$ cat src/rtl/reset_sequencer_pkg.sv
// rtl/reset_sequencer_pkg.sv - shared state encoding and sizing helper for reset_sequencer
package reset_sequencer_pkg;

  localparam int STATE_W = 3;

  typedef enum logic [STATE_W-1:0] {
    ST_ASSERT  = 3'd0,
    ST_RELEASE = 3'd1,
    ST_RUN     = 3'd2,
    ST_SWHOLD  = 3'd3,
    ST_SWACK   = 3'd4
  } state_t;

  // Counter width for a modulus n, never narrower than one bit.
  function automatic int cnt_width(input int n);
    return (n > 1) ? $clog2(n) : 1;
  endfunction

endpackage

$ cat src/rtl/reset_sequencer_sync.sv
// rtl/reset_sequencer_sync.sv - async-assert / sync-deassert reset synchronizer chain
module reset_sync #(
  parameter int SYNC_STAGES = 2
) (
  input  logic clk,
  input  logic arst,
  output logic sync_out
);

  logic [SYNC_STAGES-1:0] r_chain;

  always_ff @(posedge clk or negedge arst) begin
    if (!arst) begin
      r_chain <= '0;
    end else begin
      r_chain <= {r_chain[SYNC_STAGES-2:0], 1'b1};
    end
  end

  assign sync_out = r_chain[SYNC_STAGES-1];

endmodule

$ cat src/rtl/reset_sequencer.sv
// rtl/reset_sequencer.sv - staged reset release with software reset handshake
module reset_sequencer
  import reset_sequencer_pkg::*;
#(
  parameter int SYNC_STAGES = 2,
  parameter int NUM_OUT     = 4,
  parameter int STAGGER     = 8,
  parameter int HOLD        = 4
) (
  input  logic               clk,
  input  logic               arst,
  input  logic               sw_req,
  output logic               sw_ack,
  output logic [NUM_OUT-1:0] rst_out,
  output logic               ready
);

  localparam int CNT_W  = cnt_width(STAGGER);
  localparam int HOLD_W = $clog2(HOLD + 1);
  localparam int IDX_W  = $clog2(NUM_OUT + 1);

  localparam logic [CNT_W-1:0]  STAG_LAST = CNT_W'(STAGGER - 1);
  localparam logic [HOLD_W-1:0] HOLD_LAST = HOLD_W'(HOLD - 1);
  localparam logic [IDX_W-1:0]  IDX_LAST  = IDX_W'(NUM_OUT - 1);
  localparam logic [IDX_W-1:0]  IDX_FIRST = IDX_W'(1);

  logic                w_sync;
  state_t              r_state,       w_nxt_state;
  logic [CNT_W-1:0]    r_stagger_cnt, w_nxt_stagger_cnt;
  logic [HOLD_W-1:0]   r_hold_cnt,    w_nxt_hold_cnt;
  logic [IDX_W-1:0]    r_idx,         w_nxt_idx;
  logic [NUM_OUT-1:0]  r_rst,         w_nxt_rst;
  logic                r_ready,       w_nxt_ready;
  logic                r_sw_ack,      w_nxt_sw_ack;
  logic                w_start;

  reset_sync #(
    .SYNC_STAGES(SYNC_STAGES)
  ) u_reset_sync (
    .clk      (clk),
    .arst     (arst),
    .sync_out (w_sync)
  );

  always_comb begin
    w_nxt_state       = r_state;
    w_nxt_stagger_cnt = r_stagger_cnt;
    w_nxt_hold_cnt    = r_hold_cnt;
    w_nxt_idx         = r_idx;
    w_nxt_rst         = r_rst;
    w_nxt_ready       = r_ready;
    w_nxt_sw_ack      = r_sw_ack;
    w_start           = 1'b0;

    case (r_state)
      ST_ASSERT: begin
        if (w_sync) begin
          w_start = 1'b1;
        end
      end
      ST_RELEASE: begin
        if (r_stagger_cnt == STAG_LAST) begin
          w_nxt_stagger_cnt = '0;
          w_nxt_rst         = r_rst & ~(NUM_OUT'(1) << r_idx);
          w_nxt_idx         = r_idx + 1'b1;
          if (r_idx == IDX_LAST) begin
            w_nxt_ready = 1'b1;
            w_nxt_state = ST_RUN;
          end
        end else begin
          w_nxt_stagger_cnt = r_stagger_cnt + 1'b1;
        end
      end
      ST_RUN: begin
        if (sw_req) begin
          w_nxt_rst      = '1;
          w_nxt_ready    = 1'b0;
          w_nxt_hold_cnt = '0;
          w_nxt_state    = ST_SWHOLD;
        end
      end
      ST_SWHOLD: begin
        if (r_hold_cnt == HOLD_LAST) begin
          w_nxt_sw_ack = 1'b1;
          w_nxt_state  = ST_SWACK;
        end else begin
          w_nxt_hold_cnt = r_hold_cnt + 1'b1;
        end
      end
      ST_SWACK: begin
        if (!sw_req) begin
          w_nxt_sw_ack = 1'b0;
          w_start      = 1'b1;
        end
      end
      default: begin
        w_nxt_state  = ST_ASSERT;
        w_nxt_rst    = '1;
        w_nxt_ready  = 1'b0;
        w_nxt_sw_ack = 1'b0;
      end
    endcase

    // Both power-up and software paths release bit 0 on the entering edge.
    if (w_start) begin
      w_nxt_rst         = ~NUM_OUT'(1);
      w_nxt_stagger_cnt = '0;
      w_nxt_idx         = IDX_FIRST;
      if (NUM_OUT == 1) begin
        w_nxt_ready = 1'b1;
        w_nxt_state = ST_RUN;
      end else begin
        w_nxt_state = ST_RELEASE;
      end
    end
  end

  always_ff @(posedge clk or negedge arst) begin
    if (!arst) begin
      r_state       <= ST_ASSERT;
      r_stagger_cnt <= '0;
      r_hold_cnt    <= '0;
      r_idx         <= '0;
      r_rst         <= '1;
      r_ready       <= 1'b0;
      r_sw_ack      <= 1'b0;
    end else begin
      r_state       <= w_nxt_state;
      r_stagger_cnt <= w_nxt_stagger_cnt;
      r_hold_cnt    <= w_nxt_hold_cnt;
      r_idx         <= w_nxt_idx;
      r_rst         <= w_nxt_rst;
      r_ready       <= w_nxt_ready;
      r_sw_ack      <= w_nxt_sw_ack;
    end
  end

  assign rst_out = r_rst;
  assign ready   = r_ready;
  assign sw_ack  = r_sw_ack;

endmodule
$ cat config.mk
export PLATFORM = sky130hd
export DESIGN_NAME = reset_sequencer
export DESIGN_NICKNAME = d
export VERILOG_FILES = /design/src/rtl/reset_sequencer_pkg.sv /design/src/rtl/reset_sequencer_sync.sv /design/src/rtl/reset_sequencer.sv
export SDC_FILE = /design/constraint.sdc
export NUM_CORES = 1
export LEC_CHECK = 0
export BUFFER_PORTS_ARGS = -buffer_cell sky130_fd_sc_hd__buf_4
export CAP_MARGIN = 20
export CORE_MARGIN = 4
export CORE_UTILIZATION = 57
export DETAILED_ROUTE_END_ITERATION = 8
export GPL_TIMING_DRIVEN = 0
export PLACE_DENSITY = 0.77
export SLEW_MARGIN = 0
export SYNTH_ARGS = -nofsm -noshare
export SYNTH_HDL_FRONTEND = slang
export SYNTH_SLANG_ARGS = --single-unit
$ cat constraint.sdc
create_clock -name clk -period 1.83 [get_ports clk]
set_clock_uncertainty 0.05 [all_clocks]
set_input_delay 0.366 -clock clk [delete_from_list [all_inputs] [get_ports clk]]
set_output_delay 0.366 -clock clk [all_outputs]
set_load 0.05 [all_outputs]
==> metrics.yaml <==
synthesis:
  ys_seq_area_frac: 0.462
  synth_flop_cell: "dfrtp_1"
  synth_cells: 101
  synthArstFlopShare: 1.00
  ys_seq_elements: 20
  synth.area.top_cells: "dfrtp_1 (37%), ha_1 (10%), dfstp_2 (9.6%)"
  yosys.area.top_type_share: 0.366
  avgSynthCellArea_sq_um: 10.8
  ys_types: 35
  synth_area_sq_mm: 0.00109
  yosys.cell_count.top_type: "dfrtp_1"
  synth_edf_count: 0
  syn_nets: 113
  ys_warn_count: 0
  yosysTopAreaCell: "dfrtp_1"
  yosys-top-cells-count: "dfrtp_1 (16), ha_1 (9), nand2b_1 (7)"
timing:
  fin_crit_ns: 1.69
  final.setup.tns_ns: 0
  slew_violations: 0
  fmax_ghz: 0.592
  finalSetupViolations: 0
  holdWs_ns: 0.298
  fin_crit_sh: 0.923
  hold_viol: 0
  rsz0062_at_grt: "false"
grt:
  grt_pass1_wl_microns: 3800
  grt_usage: 0.191
  grt_pass1_vias: 814
  antenna_found_initial: 0
  gr-total-overflow: 0
  grt_start_max_net_pins: 21
cells_and_area:
  syn2layout_area_growth_pct: 16.3
  drive_above_1_share: 0.217
  final_net_count: 128
  fin_area_sq_mm: 0.00127
  antenna_cells: 0
  final_util: 0.722
power_and_ir_drop:
  power_leakage_nw: 0.555
  power_frac_comb: 0.485
  p_per_area_mw_per_mm2: 1690
  seqPwrFrac: 0.349
  power.share.switching: 0.401
  ir_drop_v: 0.00101
  clkPwrFrac: 0.166
  p_switching_uw: 862
  p_int_mw: 1.29
place:
  dp_hpwl_microns: 1540
  port_buffers: 8
  place_area_sq_mm: 0.00119
  gp_congestion: 0.792
setup_path:
  critPathMaxFanout: 7
  worstRegToRegCells: 6
  reg2reg_from: "r_stagger_cnt[1]"
  crit_required_ns: 1.97
  regToRegEndpoint: "r_idx[1]"
  rrSetupSlack_ns: 0.14
  crit_arrival_ns: 1.83
  crit_path_start_kind: "flip-flop"
  worstSetupPathType: "flip-flop to flip-flop"
  end_kind: "flip-flop"
hold_path:
  whs_endpoint: "r_state[2]"
  min_path_type: "input port to flip-flop"
  hold_start: "sw_req"
  min_path_cells: 3
outcome:
  outcome: "complete, no violations"
floorplan:
  pin_count: 9
  start_util: 0.621
  num_rows: 15
  fp.coreArea_sq_mm: 0.00176
  dieArea_sq_mm: 0.00269
  die_h_microns: 51.8
  fp.dieW_microns: 51.8
cts:
  clock-root-buffer: "clkbuf_4"
  insertion_delay_ns: 0.30
  tritoncts: "built"
  cts.clk_slew.worst_paths_ns: 0.11
  clock-sinks: 20
  clock_path_buffers: 2
  cts_buffers: 3
  h-tree-depth: 1
detailed_routing:
  routed_wl_microns: 2170
  ant_nets: 0
  drtIter0Drc: 27
  drc_errors: 0
  firstDrtPassIters: 4
  vias: 827
  vias_per_cell: 5.91
  wl_per_cell_microns: 15.5
job:
  cap_violations: 0
==> layout by cell type (no fill, tap or decap), drive strengths merged, types with 2 or more instances in the layout <==
cell type and n:
dfrtp 16, buf 13, ha 9, nand2b 7
inv 6, o2bb2ai 6, a22oi 6, nor2 4
a21oi 4, dfstp 4, nand2 3, o211ai 3
nand3 3, clkbuf 3, o21ai 2, o21bai 2
mux2i 2, a21o 2
==> critical path, stage by stage (launching register included) <==
cell and delay [ns]:
dfrtp_1 0.39, ha_1 0.16, ha_1 0.23, nor4bb_4 0.31, buf_4 0.20, mux2i_1 0.19, nor2_1 0.05
==> final cells by class <==
type | instances | area (sq um)
inverter | 6 | 22.5
timing repair buffer | 10 | 77.6
buffer | 4 | 22.5
sequential | 20 | 505
multi-input combinational | 71 | 562
fill | 130 | 490
clock inverter | 1 | 30.0
tap | 25 | 31.3
clock buffer | 3 | 22.5
==> flip-flops by register name, indices dropped and copies added, names as in the netlist <==
| signal | count |
|---|---|
| r_state | 3 |
| r_stagger_cnt | 3 |
| ready | 1 |
| r_idx | 3 |
| r_hold_cnt | 3 |
| sw_ack | 1 |
| rst_out | 4 |
| u_reset_sync.r_chain | 2 |
==> through the flow <==
step	total power, mW	cells	worst slack, ns
finish	2.15	140	0.140
global placement	1.70	134	0.109
floorplan	1.50	101	0.299
CTS	2.12	139	0.0690
detailed placement	1.74	134	0.0953
global route	2.32	140	0.0269
==> power groups by stage <==
stage               logic [mW]  clock network (mW)  registers (mW)
floorplan                0.621                   0           0.881
global placement         0.958                   0           0.743
detailed placement       0.990                   0           0.754
CTS                       1.01               0.363           0.748
global route              1.16               0.387           0.777
finish                    1.04               0.357           0.751
==> how the worst max path moves through the flow <==
| stage | from | to | slack (ns) | cells past startpoint |
|---|---|---|---|---|
| after floorplan | r_stagger_cnt[0] | r_idx[1] | 0.30 | 6 |
| after global placement | r_stagger_cnt[0] | r_idx[1] | 0.11 | 6 |
| after detailed placement | r_stagger_cnt[0] | r_idx[1] | 0.1 | 6 |
| after CTS | r_stagger_cnt[0] | r_idx[1] | 0.07 | 6 |
| after global routing | r_stagger_cnt[1] | r_idx[1] | 0.03 | 6 |
| final | r_stagger_cnt[1] | r_idx[1] | 0.14 | 6 |
==> per-layer routing <==
metal	routed length (microns)	share of wire	GRT usage	vias up
met2	1110	0.51	0.324	13
li1	-	-	-	404
met4	34	0.016	0.0655	0
met3	49	0.023	0.0258	5
met5	0	0	0	-
met1	979	0.45	0.248	405
==> kinds of logic after synthesis <==
logic type      count (synthesis)  share of synthesized area
mux                             2                     0.0183
compound gates                 34                      0.241
fa+ha+maj                       9                      0.103
simple gates                   24                      0.126
xor+xnor                        1                    0.00800
flops                          20                      0.462
buf+inv                        10                     0.0389
other cells                     1                    0.00343
==> what timing repair did <==
item / CTS / global route
setup endpoints to repair: 0 / 4
setup buffers: 0 / 1
endpoints found under the hold margin: 16 / 0
gates resized for setup: 0 / 3
hold buffers: 1 / 0
Note: power is estimated with default switching activity, not from simulation.
